## config.mk

```make
export PLATFORM = sky130hd
export DESIGN_NAME = dm_arbiter
export DESIGN_NICKNAME = d
export VERILOG_FILES = /design/src/rtl/dm_arb_pkg.sv /design/src/rtl/dm_arbiter_rr_arb2.sv /design/src/rtl/dm_arbiter.sv
export SDC_FILE = /design/constraint.sdc
export NUM_CORES = 1
export LEC_CHECK = 0
export BUFFER_PORTS_ARGS = -buffer_cell sky130_fd_sc_hd__buf_2
export CORE_MARGIN = 2
export CORE_UTILIZATION = 36
export DETAILED_ROUTE_END_ITERATION = 8
export PLACE_DENSITY = 0.85
export SYNTH_ARGS = -nofsm -noshare
export SYNTH_HDL_FRONTEND = slang
export SYNTH_SLANG_ARGS = --single-unit
```

## constraint.sdc

```tcl
create_clock -name clk -period 2.1 [get_ports clk]
set_input_delay 0.63 -clock clk [delete_from_list [all_inputs] [get_ports clk]]
set_output_delay 0.63 -clock clk [all_outputs]
set_load 0.005 [all_outputs]
```

## src/rtl/dm_arb_pkg.sv

```systemverilog
// Shared definitions for the two-port data-memory arbiter.
package dm_arb_pkg;

  localparam int unsigned AW_DEFAULT = 8;
  localparam int unsigned DW_DEFAULT = 16;

  typedef enum logic [1:0] {
    PORT_A    = 2'd0,
    PORT_B    = 2'd1,
    PORT_NONE = 2'd2
  } port_id_e;

  // Ownership that results from granting a port: it keeps the memory only if it asked to.
  function automatic port_id_e owner_after_grant(input logic lock, input port_id_e port);
    return lock ? port : PORT_NONE;
  endfunction

endpackage

```

## src/rtl/dm_arbiter_rr_arb2.sv

```systemverilog
// Two-way grant decision: a lock owner gets exclusive access, otherwise a
// lone requester wins and contention goes to the port not granted last.
module rr_arb2
  import dm_arb_pkg::*;
(
  input  logic       req_a,
  input  logic       req_b,
  input  port_id_e   lock_owner,
  input  logic       last_gnt_b,
  output logic [1:0] gnt
);

  // One-hot grant, bit 0 = port A, bit 1 = port B.
  always_comb begin
    gnt = 2'b00;
    case (lock_owner)
      PORT_A:  gnt[0] = req_a;
      PORT_B:  gnt[1] = req_b;
      default: begin
        if (req_a && req_b) begin
          gnt = last_gnt_b ? 2'b01 : 2'b10;
        end else begin
          gnt = {req_b, req_a};
        end
      end
    endcase
  end

endmodule

```

## src/rtl/dm_arbiter.sv

```systemverilog
// Data-memory arbiter between the pipeline MEM stage (port A) and a
// loader/debug port (port B). Grants are combinational; read data is
// registered and flagged with a one-cycle rvalid pulse on the requesting port.
module dm_arbiter
  import dm_arb_pkg::*;
#(
  parameter int unsigned AW = AW_DEFAULT,
  parameter int unsigned DW = DW_DEFAULT
) (
  input  logic          clk,
  input  logic          rst_n,
  input  logic          req_a,
  input  logic          we_a,
  input  logic          lock_a,
  input  logic [AW-1:0] addr_a,
  input  logic [DW-1:0] wdata_a,
  input  logic          req_b,
  input  logic          we_b,
  input  logic          lock_b,
  input  logic [AW-1:0] addr_b,
  input  logic [DW-1:0] wdata_b,
  output logic          gnt_a,
  output logic          gnt_b,
  output logic          rvalid_a,
  output logic          rvalid_b,
  output logic [DW-1:0] rdata_a,
  output logic [DW-1:0] rdata_b,
  output logic [AW-1:0] mem_addr,
  output logic [DW-1:0] mem_dataw,
  output logic          mem_read,
  output logic          mem_write,
  input  logic [DW-1:0] mem_data
);

  port_id_e      lock_owner_q, lock_owner_d;
  logic          last_gnt_b_q, last_gnt_b_d;
  logic          rvalid_a_q, rvalid_a_d;
  logic          rvalid_b_q, rvalid_b_d;
  logic [DW-1:0] rdata_a_q, rdata_a_d;
  logic [DW-1:0] rdata_b_q, rdata_b_d;
  logic [1:0]    gnt_vec;

  rr_arb2 u_rr_arb2 (
    .req_a      (req_a),
    .req_b      (req_b),
    .lock_owner (lock_owner_q),
    .last_gnt_b (last_gnt_b_q),
    .gnt        (gnt_vec)
  );

  assign gnt_a    = gnt_vec[0];
  assign gnt_b    = gnt_vec[1];
  assign rvalid_a = rvalid_a_q;
  assign rvalid_b = rvalid_b_q;
  assign rdata_a  = rdata_a_q;
  assign rdata_b  = rdata_b_q;

  // Steer the granted port onto the memory bus; idle bus is all zeros.
  always_comb begin
    mem_addr  = '0;
    mem_dataw = '0;
    mem_read  = 1'b0;
    mem_write = 1'b0;
    if (gnt_a) begin
      mem_addr  = addr_a;
      mem_dataw = wdata_a;
      mem_write = we_a;
      mem_read  = ~we_a;
    end else if (gnt_b) begin
      mem_addr  = addr_b;
      mem_dataw = wdata_b;
      mem_write = we_b;
      mem_read  = ~we_b;
    end
  end

  // Ownership and round-robin bookkeeping; an owner that stops requesting gives up the lock.
  always_comb begin
    lock_owner_d = lock_owner_q;
    last_gnt_b_d = last_gnt_b_q;
    if (gnt_a) begin
      lock_owner_d = owner_after_grant(lock_a, PORT_A);
      last_gnt_b_d = 1'b0;
    end else if (gnt_b) begin
      lock_owner_d = owner_after_grant(lock_b, PORT_B);
      last_gnt_b_d = 1'b1;
    end else if ((lock_owner_q == PORT_A && !req_a) ||
                 (lock_owner_q == PORT_B && !req_b)) begin
      lock_owner_d = PORT_NONE;
    end
  end

  // Read capture: memory data is sampled on the grant edge, rdata holds until the next read.
  always_comb begin
    rvalid_a_d = gnt_a && !we_a;
    rvalid_b_d = gnt_b && !we_b;
    rdata_a_d  = rvalid_a_d ? mem_data : rdata_a_q;
    rdata_b_d  = rvalid_b_d ? mem_data : rdata_b_q;
  end

  // State registers; after reset port B counts as last granted so A wins first contention.
  always_ff @(posedge clk or negedge rst_n) begin
    if (!rst_n) begin
      lock_owner_q <= PORT_NONE;
      last_gnt_b_q <= 1'b1;
      rvalid_a_q   <= 1'b0;
      rvalid_b_q   <= 1'b0;
      rdata_a_q    <= '0;
      rdata_b_q    <= '0;
    end else begin
      lock_owner_q <= lock_owner_d;
      last_gnt_b_q <= last_gnt_b_d;
      rvalid_a_q   <= rvalid_a_d;
      rvalid_b_q   <= rvalid_b_d;
      rdata_a_q    <= rdata_a_d;
      rdata_b_q    <= rdata_b_d;
    end
  end

endmodule

```

# [After elaboration in Yosys (flattened, before gate mapping)]
# Cells that the tools add are included.
[word_totals] regBits=37 in_bits=72 out_inout_bits=62 elab_cells=41
[op_classes] eq_ne=1 muxes=19 bitwise=2 reduce_logical=13
[ops] operator="$mux W16" n=2
[ops] operator="$mux W8" n=2
[ops] operator="$mux W2" n=7
[ops] operator="$mux W1" n=6
[ops] operator="$logic_and A1 B1 Y1" n=5
[ops] operator="$logic_not A1 Y1" n=4
[ops] operator="$pmux W1 S2" n=2
[ops] operator="$reduce_bool A3 Y1" n=1
[ops] operator="$eq A2 B1 Y1 const B" n=1
[ops] operator="$logic_not A2 Y1" n=1
[ops] operator="$not A1 Y1" n=2
[ops] operator="$reduce_bool A2 Y1" n=1
[ops] operator="$logic_or A1 B1 Y1" n=1

# [Depth between registers and ports, before layout]
[logic_depth] word_depth=6 mapped_depth=6

# [By module]
# From an unflattened synthesis, not the netlist that was laid out.
[unflattened] cells_unflattened=124 hier_area_um2=1682.9
[by_module_without_submodules] module="dm_arbiter" n_inst=1 cells_per_inst=119 area_per_inst_um2=1652.8
[by_module_without_submodules] module="rr_arb2" n_inst=1 cells_per_inst=5 area_per_inst_um2=30.0

# [Worst setup path after synthesis]
# OpenSTA, ideal clock, no wires.
[synth_timing] kind="input -> output" startpoint="input port req_a" endpoint="output port mem_read" arrival_ns=1.572 setup_slack_ns=-0.102 path_stages=4 cell_sequence="buf_2 -> a311oi_4 -> buf_8 -> or2_2"
[synth_between] elab_chain_cells=5
[synth_rtl] element="start, declared" line="dm_arbiter.sv:12" source="input logic req_a,"
[synth_rtl] element="$logic_and A1 B1 Y1" line="dm_arbiter_rr_arb2.sv:20" source="if (req_a && req_b) begin"
[synth_rtl] element="$mux W2" line="dm_arbiter_rr_arb2.sv:20"
[synth_rtl] element="$pmux W1 S2" line="dm_arbiter_rr_arb2.sv:16" source="case (lock_owner)"
[synth_rtl] element="$mux W1" line="dm_arbiter.sv:69" source="end else if (gnt_b) begin"
[synth_rtl] element="$mux W1 *" line="dm_arbiter.sv:64" source="if (gnt_a) begin"
[synth_rtl] element="end, declared" line="dm_arbiter.sv:30" source="output logic mem_read,"
# Every way passes the cells marked *; elsewhere a longest branch is shown, timed or not.

# [Worst setup path after layout]
[layout_timing] startpoint="register lock_owner_q[1]" endpoint="output port mem_dataw[2]"
[layout_between] elab_chain_cells=4
[layout_rtl] element="start, declared" line="dm_arbiter.sv:35" source="port_id_e lock_owner_q, lock_owner_d;"
[layout_rtl] element="start signal, assigned" line="dm_arbiter.sv:111" source="lock_owner_q <= lock_owner_d;"
[layout_rtl] element="$eq A2 B1 Y1 / $logic_not A2 Y1 (equally long branches)" line="dm_arbiter_rr_arb2.sv:16"
[layout_rtl] element="$pmux W1 S2" line="dm_arbiter_rr_arb2.sv:16"
[layout_rtl] element="$mux W16" line="dm_arbiter.sv:69"
[layout_rtl] element="$mux W16 *" line="dm_arbiter.sv:64"
[layout_rtl] element="end, declared" line="dm_arbiter.sv:29" source="output logic [DW-1:0] mem_dataw,"
# Marked as above.

==> summary.md <==
| Metric | Value |
|---|---|
| Worst clock skew | `7.27 ps` |
| Min cycle time layout | `2320 ps` |
| Vias in the first global route | `between 1500 and 2000` |
| Drt first-iter violations | `16` |
| Failing checks | `setup timing` |
| Critical-path cell list | `nand2b_4 > and3_4 > buf_12 > a22o_1 > buf_2` |
| Crit path buf inv count | `2` |
| Final WS setup | `-216 ps` |
| Worst-margin pin slew | `469 ps` |
| Share of post-route cells with drive strength above 1 | `73.1%` |
| Final worst path period share | `110%` |
| Worst path arrival time | `1690 ps` |
| MaxCap Viol Count | `0` |
| Hold Vio Cnt, Final | `0` |
| #FFs+latches synth | `37` |
| I/O Buffers | `133` |
| Startpoint types | `flop` |
| Critical path's slowest cell | `dfstp_2` |
| Die ar. | `5420 sq um` |
| # rows | `25` |
| Via count | `about 1600` |
| DRT antenna net count | `0` |
| Maximum number of pins on one net before global-route repair | `21` |
| RSZ-0062 raised after global routing | `true` |
| Synth cell types | `26` |
| Maximum clock path buffer count | `2` |
| Drt total wl | `5070 um` |
| Cell area after synthesis | `1740 sq um` |
| Wire length per cell | `~16 um` |
| Status | `finished, violations left` |
| Root Driver | `clkbuf_8` |
| I/O pins | `134` |
| Dpl hpwl | `3710 um` |
| HP Class | `in2async` |
| Multi-input gate area | `773 sq um` |
| Synth area leaders | `dfrtp_1 (50%), mux2_2 (15%), a22o_1 (13%)` |
| Seq. cell area | `just over 900 sq um` |
| Die Ht | `73.6 um` |
| Fill cells | `400` |
| Cts bufs inserted | `5` |
| Yosys top cell area share | `around half` |
| Area Overhead vs Synth | `57.1%` |
| Finish-stage setup viols | `28` |
| Clock latency at the later pin of the worst-skew pair | `280 ps` |
| Reg-to-Reg Start | `lock_owner_q[1]` |
| Critical path capture point type | `primary output` |
| Ant. Diodes | `0` |
| Max-slew headroom | `between 60 and 70%` |
| Syn. warnings | `0` |
| Count of pins over their slew limit | `0` |
| Worst R2R End | `rdata_b[5]` |
| CTS tree | `done` |
| Reg2reg setup slack | `between 300 and 400 ps` |
| Post-synth top area cell | `dfrtp_1` |
| Clk pin slew, worst setup/hold paths | `70 ps` |
| Pwr dens | `between 800 and 900 nW/um^2` |
| Total track usage | `between 15 and 20%` |
| # DRC | `0` |
| Core area | `4690 sq um` |
| Clock Sinks | `37` |
| Final Net Count | `~340` |
| Worst reg2reg path depth | `4` |
| RD Place Congestion | `slightly above 0.8` |
| Worst VDD drop | `0.000621 V` |
| Initial antenna violation count | `0` |
| H-tree levels | `2` |
| Net Count, Synth | `194` |
| Synthesized area per cell | `14.3 sq um` |
| Worst EP required | `1470 ps` |
| Register area share after synthesis | `between 50% and 60%` |
| Delay-heaviest family, CP | `flip-flops` |
| TritonRoute pass-1 iters | `3` |
| Max Clk Rate | `between 400 and 500 MHz` |
| Pleak | `0.00145 uW` |
| Total gr overflow | `0` |
| Die X | `~74 um` |
| First-pass GRT wire length | `between 6000 and 7000 um` |
| Fin Hold WS | `291 ps` |
| Crit path max fanout | `7` |
| Initial Util | `a little under two fifths` |
| Mapped Cells | `approximately 120` |
| Max incr delay on CP | `580 ps` |
| Vias per std cell | `4.98` |
| Final Non-Filler Cells | `325` |
| Setup Crit Path Kind | `reg2out` |
| Placed Instances | `slightly above 300` |
## cell usage in the layout (no fill, tap or decap), drive strengths merged, types with 2 or more instances in the layout
cell	synthesis	layout
a22o	26	26
buf	9	149
mux2	32	32
dfstp	2	2
inv	2	2
clkbuf	0	9
nand2b	2	2
dfrtp	35	35
## worst reg2reg max path, delay by kind of cell (launching register included)
family                 cells  cell delay, ps
buffers and inverters      1             340
AO/OA/AOI/OAI              2             370
flip-flops                 1             580
multiplexers               1             380
## flip-flops by register name, summed over array words and instances, names as in the netlist
signal        cells
rvalid_a          1
rdata_b          16
rvalid_b          1
rdata_a          16
last_gnt_b_q      1
lock_owner_q      2
## cells in the mapped netlist (all sizes together)
cell	n
a21oi	1
a22o	26
a22oi	1
a311oi	1
a31oi	1
and3	1
buf	9
dfrtp	35
dfstp	2
inv	2
mux2	32
nand2	1
nand2b	2
nand3	1
nand3b	1
nor2	1
nor2b	1
o21ai	1
o221ai	1
o22ai	1
or2	1
## power breakdown
group | switching, uW | total (uW) | internal (uW)
Sequential | 103 | 1020 | 916
Clock | 232 | 499 | 268
Combinational | 361 | 937 | 577
## routing by layer
metal | vias up | wire [um] | global-route usage (%)
met5 | - | 0 | 0
met3 | 4 | 394 | 4.25
met2 | 82 | 2710 | 32.7
met4 | 0 | 42 | 6.26
li1 | 764 | - | -
met1 | 768 | 1920 | 18.1
## how the worst max path moves through the flow
stage | startpoint | end | slack (ps) | cells past startpoint
after floorplan | req_a | mem_read | -10 | 4
after global routing | lock_owner_q[1] | mem_dataw[13] | -290 | 5
final | lock_owner_q[1] | mem_dataw[2] | -220 | 5
after CTS | lock_owner_q[1] | mem_dataw[2] | -240 | 5
after detailed placement | req_b | mem_dataw[2] | -100 | 6
after global placement | req_b | mem_dataw[2] | -80 | 6
## what timing repair did
item                                    in CTS  in global routing
pin swaps                                    3                  6
resized for setup                            5                  4
endpoints found under the setup margin      28                 28
cloned                                       1                  2
hold buffers                                 0                  0
setup buffers                                6                  0
hold endpoints to repair                     0                  0
## logic make-up after synthesis
logic type	after synthesis	share of synthesized area, %
buffers and inverters	11	4.09
and+or+nand+nor	9	2.94
AOI/OAI and AO/OA	33	17.4
DFF	37	53.2
muxes	32	22.4
## layout make-up
class / instances / area share [%]
multi-input cells: 74 / 28.2
well taps: 54 / 2.47
inverters: 2 / 0.274
repair buffers: 150 / 31.9
flip-flops and latches: 37 / 33.9
clock buffers: 8 / 3.29
## stage by stage
| step | util [%] | setup slack, ps | cell area (sq um) | TNS [ps] | total power, uW |
|---|---|---|---|---|---|
| after CTS | 57.3 | -244 | 2690 | -4480 | 2460 |
| after global routing | 58.4 | -290 | 2740 | -7010 | 2610 |
| after global placement | 53.3 | -83.0 | 2500 | -753 | 1850 |
| after floorplan | - | -13.9 | 1760 | -21.0 | 1450 |
| after detailed placement | 53.3 | -99.0 | 2500 | -1160 | 1880 |
| final | 58.4 | -216 | 2740 | -4570 | 2460 |
(Power assumes the default switching activity.)
